==> config.mk <==
export PLATFORM = sky130hd
export DESIGN_NAME = mem_interface_flat
export DESIGN_NICKNAME = d
export VERILOG_FILES = /design/src/rtl/mem_pkg.sv /design/src/rtl/mem_interface_if.sv /design/src/rtl/mem_wait_counter.sv /design/src/rtl/mem_interface.sv /design/src/flat_wrapper.sv
export SDC_FILE = /design/constraint.sdc
export NUM_CORES = 1
export LEC_CHECK = 0
export ABC_CLOCK_PERIOD_IN_PS = 2200
export CAP_MARGIN = 40
export CORE_MARGIN = 5
export CORE_UTILIZATION = 40
export CTS_CLUSTER_DIAMETER = 50
export DETAILED_ROUTE_END_ITERATION = 8
export PLACE_DENSITY_LB_ADDON = 0.15
export SLEW_MARGIN = 40
export SYNTH_ARGS = -nofsm -noshare
export SYNTH_HDL_FRONTEND = slang
export SYNTH_SLANG_ARGS = --single-unit
==> constraint.sdc <==
create_clock -name clk -period 2.2 [get_ports clk]
set_clock_uncertainty 0.15 [all_clocks]
set_input_delay 0.22 -clock clk [delete_from_list [all_inputs] [get_ports clk]]
set_output_delay 0.22 -clock clk [all_outputs]
set_load 0.005 [all_outputs]
==> src/rtl/mem_pkg.sv <==
// Shared definitions for the CPU memory-side access stage.
// No logic; state encoding, RAM geometry and default read latency.
// No flow control of its own.
package mem_pkg;

  typedef enum logic [1:0] {
    IDLE    = 2'b00,
    RD_WAIT = 2'b01,
    WR      = 2'b10,
    DONE    = 2'b11
  } state_t;

  localparam int RAM_DEPTH       = 512;
  localparam int DEF_WAIT_STATES = 1;
  localparam int CNT_W           = 3;

endpackage

==> src/rtl/mem_interface_if.sv <==
// Bundle of control-unit request, RAM port and status signals of mem_interface.
// Pure wiring, zero latency.
// Stalling is signalled back to the control unit through mem_busy.
interface mem_interface_if #(
  parameter int DATA_WIDTH = 32,
  parameter int ADDR_WIDTH = 9
);
  logic                  Mem_Read;
  logic                  Mem_Write;
  logic                  Mem_enable512x32;
  logic [DATA_WIDTH-1:0] MAR_q;
  logic [DATA_WIDTH-1:0] MDR_q;
  logic [ADDR_WIDTH-1:0] ram_addr;
  logic [DATA_WIDTH-1:0] ram_din;
  logic                  ram_en;
  logic                  ram_we;
  logic [DATA_WIDTH-1:0] ram_dout;
  logic [DATA_WIDTH-1:0] mem_data;
  logic                  mem_data_valid;
  logic                  mem_busy;
  logic                  addr_err;
  logic                  proto_err;

  // Control unit plus RAM environment
  modport master (
    output Mem_Read, Mem_Write, Mem_enable512x32, MAR_q, MDR_q, ram_dout,
    input  ram_addr, ram_din, ram_en, ram_we, mem_data, mem_data_valid,
           mem_busy, addr_err, proto_err
  );

  // The memory access stage
  modport slave (
    input  Mem_Read, Mem_Write, Mem_enable512x32, MAR_q, MDR_q, ram_dout,
    output ram_addr, ram_din, ram_en, ram_we, mem_data, mem_data_valid,
           mem_busy, addr_err, proto_err
  );
endinterface

==> src/rtl/mem_wait_counter.sv <==
// Loadable 3-bit down-counter timing the RAM read latency.
// zero is combinational: high in the cycle whose decrement lands on 0.
// No backpressure; dec is simply ignored once the count is 0.
module mem_wait_counter
  import mem_pkg::*;
(
  input  logic             clk,
  input  logic             reset,
  input  logic             load,
  input  logic [CNT_W-1:0] load_val,
  input  logic             dec,
  output logic             zero
);

  localparam logic [CNT_W-1:0] ONE = CNT_W'(1);

  logic [CNT_W-1:0] count;

  // Load takes priority over decrement; the count saturates at 0
  always_ff @(posedge clk or negedge reset) begin
    if (!reset) begin
      count <= '0;
    end else if (load) begin
      count <= load_val;
    end else if (dec && (count != '0)) begin
      count <= count - ONE;
    end
  end

  // The FSM acts on the edge that takes the count to 0
  assign zero = dec && (count == ONE);

endmodule

==> src/rtl/mem_interface.sv <==
// Turns one-cycle control-unit memory strobes into registered 512x32 RAM accesses.
// Read: data at edge k+WAIT_STATES, valid pulse in that cycle; write: one we cycle then DONE.
// mem_busy high outside IDLE stalls the sequencer; strobes while busy are dropped and flagged.
module mem_interface
  import mem_pkg::*;
#(
  parameter int DATA_WIDTH  = 32,
  parameter int ADDR_WIDTH  = 9,
  parameter int WAIT_STATES = DEF_WAIT_STATES
) (
  input logic            clk,
  input logic            reset,
  mem_interface_if.slave bus
);

  // The wait counter is 3 bits wide, so only 1..7 cycles can be timed
  if ((WAIT_STATES < 1) || (WAIT_STATES > 7)) begin : g_bad_wait_states
    $error("mem_interface: WAIT_STATES must be in 1..7");
  end

  state_t                state;
  logic                  oor_q;
  logic [ADDR_WIDTH-1:0] ram_addr_q;
  logic [DATA_WIDTH-1:0] ram_din_q;
  logic                  ram_en_q;
  logic                  ram_we_q;
  logic [DATA_WIDTH-1:0] mem_data_q;
  logic                  mem_data_valid_q;
  logic                  addr_err_q;
  logic                  proto_err_q;

  logic strobe;
  logic rd_req;
  logic wr_req;
  logic oor;
  logic cnt_zero;

  assign strobe = bus.Mem_enable512x32;
  assign rd_req = bus.Mem_Read && !bus.Mem_Write;
  assign wr_req = bus.Mem_Write && !bus.Mem_Read;
  assign oor    = (bus.MAR_q[DATA_WIDTH-1:ADDR_WIDTH] != '0);

  mem_wait_counter u_wait_counter (
    .clk      (clk),
    .reset    (reset),
    .load     ((state == IDLE) && strobe && rd_req),
    .load_val (CNT_W'(WAIT_STATES)),
    .dec      (state == RD_WAIT),
    .zero     (cnt_zero)
  );

  // Access sequencer with registered RAM-side and status outputs
  always_ff @(posedge clk or negedge reset) begin
    if (!reset) begin
      state            <= IDLE;
      oor_q            <= 1'b0;
      ram_addr_q       <= '0;
      ram_din_q        <= '0;
      ram_en_q         <= 1'b0;
      ram_we_q         <= 1'b0;
      mem_data_q       <= '0;
      mem_data_valid_q <= 1'b0;
      addr_err_q       <= 1'b0;
      proto_err_q      <= 1'b0;
    end else begin
      mem_data_valid_q <= 1'b0;
      case (state)
        IDLE: begin
          if (strobe) begin
            if (rd_req || wr_req) begin
              ram_addr_q <= bus.MAR_q[ADDR_WIDTH-1:0];
              oor_q      <= oor;
              // An out-of-range access keeps its timing but never touches the RAM
              ram_en_q   <= !oor;
              if (oor) begin
                addr_err_q <= 1'b1;
              end
              if (rd_req) begin
                state <= RD_WAIT;
              end else begin
                state     <= WR;
                ram_din_q <= bus.MDR_q;
                ram_we_q  <= !oor;
              end
            end else begin
              proto_err_q <= 1'b1;
            end
          end
        end
        RD_WAIT: begin
          if (strobe) begin
            proto_err_q <= 1'b1;
          end
          if (cnt_zero) begin
            state            <= DONE;
            ram_en_q         <= 1'b0;
            mem_data_q       <= oor_q ? '0 : bus.ram_dout;
            mem_data_valid_q <= 1'b1;
          end
        end
        WR: begin
          if (strobe) begin
            proto_err_q <= 1'b1;
          end
          state    <= DONE;
          ram_en_q <= 1'b0;
          ram_we_q <= 1'b0;
        end
        default: begin
          if (strobe) begin
            proto_err_q <= 1'b1;
          end
          state <= IDLE;
        end
      endcase
    end
  end

  assign bus.ram_addr       = ram_addr_q;
  assign bus.ram_din        = ram_din_q;
  assign bus.ram_en         = ram_en_q;
  assign bus.ram_we         = ram_we_q;
  assign bus.mem_data       = mem_data_q;
  assign bus.mem_data_valid = mem_data_valid_q;
  assign bus.addr_err       = addr_err_q;
  assign bus.proto_err      = proto_err_q;
  assign bus.mem_busy       = (state != IDLE);

endmodule

==> src/flat_wrapper.sv <==
// flat-port wrapper written by rule: the top's interface ports become plain ports
module mem_interface_flat import mem_pkg::*;
#(
  parameter int DATA_WIDTH  = 32,
  parameter int ADDR_WIDTH  = 9,
  parameter int WAIT_STATES = DEF_WAIT_STATES
)
  (clk, reset, bus_Mem_Read, bus_Mem_Write, bus_Mem_enable512x32, bus_MAR_q, bus_MDR_q, bus_ram_dout, bus_ram_addr, bus_ram_din, bus_ram_en, bus_ram_we, bus_mem_data, bus_mem_data_valid, bus_mem_busy, bus_addr_err, bus_proto_err);
  mem_interface_if #(.DATA_WIDTH(DATA_WIDTH), .ADDR_WIDTH(ADDR_WIDTH)) bus_i ();
  input logic clk;
  input logic reset;
  input wire logic [$bits(bus_i.Mem_Read)-1:0] bus_Mem_Read;
  input wire logic [$bits(bus_i.Mem_Write)-1:0] bus_Mem_Write;
  input wire logic [$bits(bus_i.Mem_enable512x32)-1:0] bus_Mem_enable512x32;
  input wire logic [$bits(bus_i.MAR_q)-1:0] bus_MAR_q;
  input wire logic [$bits(bus_i.MDR_q)-1:0] bus_MDR_q;
  input wire logic [$bits(bus_i.ram_dout)-1:0] bus_ram_dout;
  output wire logic [$bits(bus_i.ram_addr)-1:0] bus_ram_addr;
  output wire logic [$bits(bus_i.ram_din)-1:0] bus_ram_din;
  output wire logic [$bits(bus_i.ram_en)-1:0] bus_ram_en;
  output wire logic [$bits(bus_i.ram_we)-1:0] bus_ram_we;
  output wire logic [$bits(bus_i.mem_data)-1:0] bus_mem_data;
  output wire logic [$bits(bus_i.mem_data_valid)-1:0] bus_mem_data_valid;
  output wire logic [$bits(bus_i.mem_busy)-1:0] bus_mem_busy;
  output wire logic [$bits(bus_i.addr_err)-1:0] bus_addr_err;
  output wire logic [$bits(bus_i.proto_err)-1:0] bus_proto_err;
  assign bus_i.Mem_Read = bus_Mem_Read;
  assign bus_i.Mem_Write = bus_Mem_Write;
  assign bus_i.Mem_enable512x32 = bus_Mem_enable512x32;
  assign bus_i.MAR_q = bus_MAR_q;
  assign bus_i.MDR_q = bus_MDR_q;
  assign bus_i.ram_dout = bus_ram_dout;
  assign bus_ram_addr = bus_i.ram_addr;
  assign bus_ram_din = bus_i.ram_din;
  assign bus_ram_en = bus_i.ram_en;
  assign bus_ram_we = bus_i.ram_we;
  assign bus_mem_data = bus_i.mem_data;
  assign bus_mem_data_valid = bus_i.mem_data_valid;
  assign bus_mem_busy = bus_i.mem_busy;
  assign bus_addr_err = bus_i.addr_err;
  assign bus_proto_err = bus_i.proto_err;
  mem_interface #(.DATA_WIDTH(DATA_WIDTH), .ADDR_WIDTH(ADDR_WIDTH), .WAIT_STATES(WAIT_STATES)) u_core (.clk(clk), .reset(reset), .bus(bus_i));
endmodule
**Word-level counts from Yosys, hierarchy flattened**

Cells that the tools add are included.

- Flip-flop bits (word level): 84
- Latch bits: 0
- Bits in writable memories: 0
- Bits in read-only memories: 0
- Bits of input ports: 101
- Memories: 0

- $add $sub $neg: 1
- Multipliers: 0
- Divide/modulo/power cells: 0
- Order comparisons: 0
- Equal/unequal tests: 8
- Shifts and indexed selects: 0
- Multiplexer cells: 22
- Bitwise operators: 1
- Reductions and logical operators: 25

Operators by type and width:

| cell | number |
|---|---|
| 32-bit two-way mux | 1 |
| 23-bit nonzero test | 1 |
| 4-bit AND reduction | 4 |
| 1-bit two-way mux | 12 |
| 2-bit two-way mux | 4 |
| 2-bit inequality test, second input constant | 4 |
| 1-bit logical AND | 6 |
| 3-bit two-way mux | 2 |
| 2-bit one-hot mux with 3 select lines | 1 |
| 3-bit AND reduction | 2 |
| 2-bit nonzero test | 3 |
| 3-bit nonzero test | 2 |
| 2-bit AND reduction | 2 |
| 3-bit by 1-bit == test with 1-bit output, second input constant | 1 |
| 1-bit zero test | 3 |
| 1-bit one-hot mux with 3 select lines | 1 |
| 3-bit by 1-bit subtractor with 3-bit output, second input constant | 1 |
| 2-bit by 1-bit == test with 1-bit output, second input constant | 1 |
| 2-bit == test, second input constant | 1 |
| 2-bit zero test | 1 |
| 2-bit by 1-bit inequality test with 1-bit output, second input constant | 1 |
| 1-bit one-hot mux with 2 select lines | 1 |
| 1-bit logical OR | 1 |
| 1-bit inverter | 1 |

**Depth between registers and ports, before layout**

- Depth after elaboration: 6
- Mapped depth: 7
- Gate-level depth less buffers: 6

**Hierarchy**

From an unflattened synthesis, not the netlist that was laid out.

- Cell total of the unflattened synthesis: 303
- Area total of the unflattened synthesis: 3,726.1 µm²

By module, submodules not included:

| module | times used | cells an instance | area an instance (µm²) | sequential area each (µm²) |
|---|---|---|---|---|
| mem_interface | 1 | 282 | 3,512.1 | 2,026.9 |
| mem_wait_counter | 1 | 21 | 214.0 | 75.1 |

**Worst setup path after synthesis**

No wires, ideal clock.

- Kind: reg-to-reg
- From: reg u_core.state[0]
- To: reg u_core.ram_din_q[0] (netlist: u_core.bus.ram_din[0])
- Data arrival time: 1.517 ns
- Required time: 1.923 ns
- Setup slack: 0.406 ns
- Stages on the path, launching flop included: 7
- Period minus slack after synthesis: 1.794 ns
- Cells stage by stage: dfrtp_1 inv_1 ha_1 nand3b_4 nor2_4 buf_6 mux2_1

- Cells in the longest elaborated chain, start to end: 2

Ends and longest elaborated chain:

| what | RTL line | RTL |
|---|---|---|
| start: declaration | mem_interface.sv:21 | `state_t state;` |
| start signal: assignment | mem_interface.sv:55 | `state <= IDLE;` |
| start signal: assignment | mem_interface.sv:79 | `state <= RD_WAIT;` |
| start signal: assignment | mem_interface.sv:81 | `state <= WR;` |
| 2-bit zero test | mem_interface.sv:67 | `case (state)` |
| 4-bit AND reduction (no source line) | n/a |  |
| end signal: assignment | mem_interface.sv:82 | `ram_din_q <= bus.MDR_q;` |
| end: declaration | mem_interface.sv:24 | `logic [DATA_WIDTH-1:0] ram_din_q;` |

No other way between the ends.
A chain may end at the register's enable or synchronous reset.

**Worst setup path in the final report**

- From: reg u_core.state[0]
- To: out bus_mem_busy

- Cells in the longest elaborated chain, start to end: 1

Ends and longest elaborated chain:

| what | RTL line | RTL |
|---|---|---|
| 2-bit nonzero test | mem_interface.sv:127 | `assign bus.mem_busy = (state != IDLE);` |
| end: declaration | flat_wrapper.sv:24 | `output wire logic [$bits(bus_i.mem_busy)-1:0] bus_mem_busy;` |

No other way between the ends.

==> impl_metrics.yaml <==
timing:
  rsz0062_at_grt: "false"
  min_period_ns: 2.09
  final_max_slew_viol_count: 0
  max_freq_ghz: 0.479
  setup_viol: 0
  slew_headroom_pct: 71.3
  period_share_pct: 94.8
  setup_ws_ns: 0.114
  timing.hold.ws_ns: 0.169
  hold_viol: 0
  setup_tns_ns: 0
  tightestPinTransition_ns: 0.430
global_route:
  antenna_found_initial: 0
  grt_pass1_wl_mm: 15.0
  gr-total-overflow: 0
  grt_pass1_vias: 3099
  grt_max_degree: 66
  grt.total_usage_pct: 16.9
route:
  routed_wl_mm: 9.08
  drcViolationCount: 0
  wl_per_cell_um: 15.4
  viasPerCell: 4.78
  ant_nets: 0
  vias: 2823
  first_pass_iters: 4
  drt-initial-drc-count: 51
logic_synthesis:
  ys_ff_latch: 84
  syn_area_per_cell_sq_um: 12.0
  synthCells: 295
  yosysUniqueCellTypes: 28
  synth_edf_count: 0
  yosysSeqAreaShare_pct: 59.4
  syn_nets: 404
  ys.flop_type: "dfrtp_1"
  async_flop_share_pct: 100
  netlist_area_sq_um: 3540
  yosys_warnings: 0
clock_tree:
  cts_tree: "yes"
  cts_setup_buffers: 0
  cts-root-buf: "clkbuf_8"
  clockBufferDepth: 2
  clkSinkCount: 84
  clk_pin_slew_worst_paths_ns: 0.09
  cts_buffers: 9
  clkLatencyLatePin_ns: 0.34
  h-tree-depth: 3
power:
  p_sw_uw: 1990
  clockPowerShare_pct: 17.5
  p_per_area_nw_per_um2: 1190
  combPwrFrac_pct: 43.1
  swShare_pct: 29.3
  leakagePower_uw: 0.00245
  seqPwrFrac_pct: 39.4
  peakVddDrop_mv: 0.554
  intPower_uw: 4790
outcome:
  status: "completed"
finish:
  drive_above_1_share_pct: 6.42
  final_cell_count_no_fill: 591
  final_net_count: 587
  nFillCells: 718
  syn_to_final_growth_pct: 61.1
  fin_area_sq_um: 5700
  diodes: 0
worst_setup_path:
  slowest_delay_ns: 0.46
  setup.worst_path.start_class: "flop"
  crit_top_cell: "inv_1"
  worstSetupPathType: "flop to output pin"
  critPathSlowestCell: "clkdlybuf4s50_1"
  crit_chain: "inv_1, ha_2, inv_1, clkdlybuf4s50_1"
  end_kind: "output pin"
  cp_top_family: "buffers and inverters"
  path_buf_inv: 3
  arrival_ns: 1.72
  cp.required_ns: 1.83
  path_max_fanout: 6
placement:
  port_buffers: 179
  dpl_cell_area_sq_um: 5470
  gp_congestion: 0.746
  dpl_worst_slack_ns: 0.0297
  dp.cells: 574
  hpwl_mm: 7.12
die:
  core_area_sq_um: 8680
  pin_count: 180
  chipWidth_um: 104
  dieArea_sq_um: 10800
  row_count: 34
  start_util_pct: 40.7
  chipHeight_um: 104
hold_path:
  min_path_type: "input pin to asynchronous set/reset pin"
flow_run:
  maxCapViolCount: 0
[path summary, 6_finish.rpt]
path,startpoint,endpoint,slack (ns),depth (start not counted)
setup / recovery,u_core.state[0],bus_mem_busy,0.11,4
hold / removal,reset,u_core.bus.ram_din[2],0.17,2
setup reg to reg,u_core.state[0],u_core.bus.ram_din[28],0.34,6
hold reg to reg,u_core.bus.proto_err,u_core.bus.proto_err,0.32,1
max in group asynchronous,reset,u_core.bus.ram_din[5],1.10,3
min in group clk,bus_ram_dout[5],u_core.bus.mem_data[5],0.27,3
[area by class of cell]
| class | instances | area [sq um] | share of cell area [%] |
|---|---|---|---|
| timing repair buffer | 186 | 1880 | 33.0 |
| multi-input combinational | 189 | 1330 | 23.3 |
| clock buffer | 10 | 128 | 2.24 |
| tap | 108 | 135 | 2.37 |
| sequential | 84 | 2100 | 36.9 |
| clock inverter | 6 | 88.8 | 1.56 |
| inverter | 8 | 30.0 | 0.527 |
[power groups by stage]
stage               combinational, uW  clock [uW]  sequential [uW]
finish                           2920        1190             2670
global route                     3220        1300             2770
CTS                              3000        1230             2680
detailed placement               2970           0             2710
global placement                 2900           0             2680
floorplan                        1100           0             2680
[sequential cells by signal, indices dropped and copies added, names as in the netlist]
name and cells:
u_core.bus.ram_en 1, u_core.bus.ram_we 1, u_core.bus.addr_err 1, u_core.u_wait_counter.count 3
u_core.bus.proto_err 1, u_core.bus.mem_data 32, u_core.bus.ram_addr 9, u_core.state 2
u_core.bus.ram_din 32, u_core.bus.mem_data_valid 1, u_core.oor_q 1
[kinds of logic after synthesis]
family	after synthesis	share of synthesized area, %
xor+xnor	1	0.248
simple gates	91	13.6
mux	42	13.4
buf+inv	22	3.15
flops	84	59.4
fa+ha+maj	8	2.83
compound gates	47	7.32
[what timing repair did]
| item | CTS | global route |
|---|---|---|
| hold buffers | 1 | 0 |
| endpoints found under the setup margin | 1 | 0 |
| hold endpoints to repair | 27 | 0 |
| gates resized for setup | 1 | 0 |
[metal layers]
layer / share of wire, % / up-vias / track usage, %
met5: 0 / - / 0
met3: 7.9 / 15 / 6.02
met2: 52 / 99 / 29.9
met1: 37 / 1359 / 18.6
li1: - / 1350 / -
met4: 2.2 / 0 / 6.20
[per-stage QoR]
step / power (uW) / utilization, %
after global placement: 5580 / 63.0
after detailed placement: 5690 / 63.0
after global routing: 7290 / 65.6
after CTS: 6910 / 65.6
final: 6780 / 65.6
after floorplan: 3770 / -
[synth_stat cells, types with 4 or more instances]
cell type,count,area (sq um)
dfrtp_1,84,2100
mux2_1,39,439
nand2_1,38,143
o21ai_0,37,185
nand2b_1,35,219
ha_1,8,100
inv_1,8,30.0
clkbuf_1,6,22.5
buf_2,5,25.0
nor4_1,5,31.3
nor3_1,4,20.0
[cells in the final DEF, fill, tap and decap left out]
cell             synthesis  routed
a21boi_0                 1       1
a21o_1                   1       1
a21oi_1                  3       3
a22oi_2                  1       1
a31oi_1                  1       1
buf_12                   0       3
buf_4                    0       4
bufinv_16                0       2
clkbuf_1                 6       1
clkbuf_8                 0       9
clkdlybuf4s50_1          0     178
clkinv_2                 0       1
clkinv_4                 0       1
clkinvlp_4               0       2
dfrtp_1                 84      83
dfrtp_2                  0       1
dlygate4sd3_1            0       1
ha_1                     8       7
ha_2                     0       1
inv_1                    8       8
mux2_1                  39      39
mux2_2                   3       3
nand2_1                 38      38
nand2b_1                35      35
nand3_1                  2       1
nand3_2                  0       1
nand3b_1                 1       1
nand3b_4                 1       1
nand4_1                  1       1
nor2_1                   2       2
nor2_4                   1       1
nor2b_1                  1       1
nor3_1                   4       4
nor4_1                   5       5
o211a_1                  1       1
o21ai_0                 37      37
o21bai_1                 2       2
xnor2_1                  1       1
(Power assumes the default switching activity.)
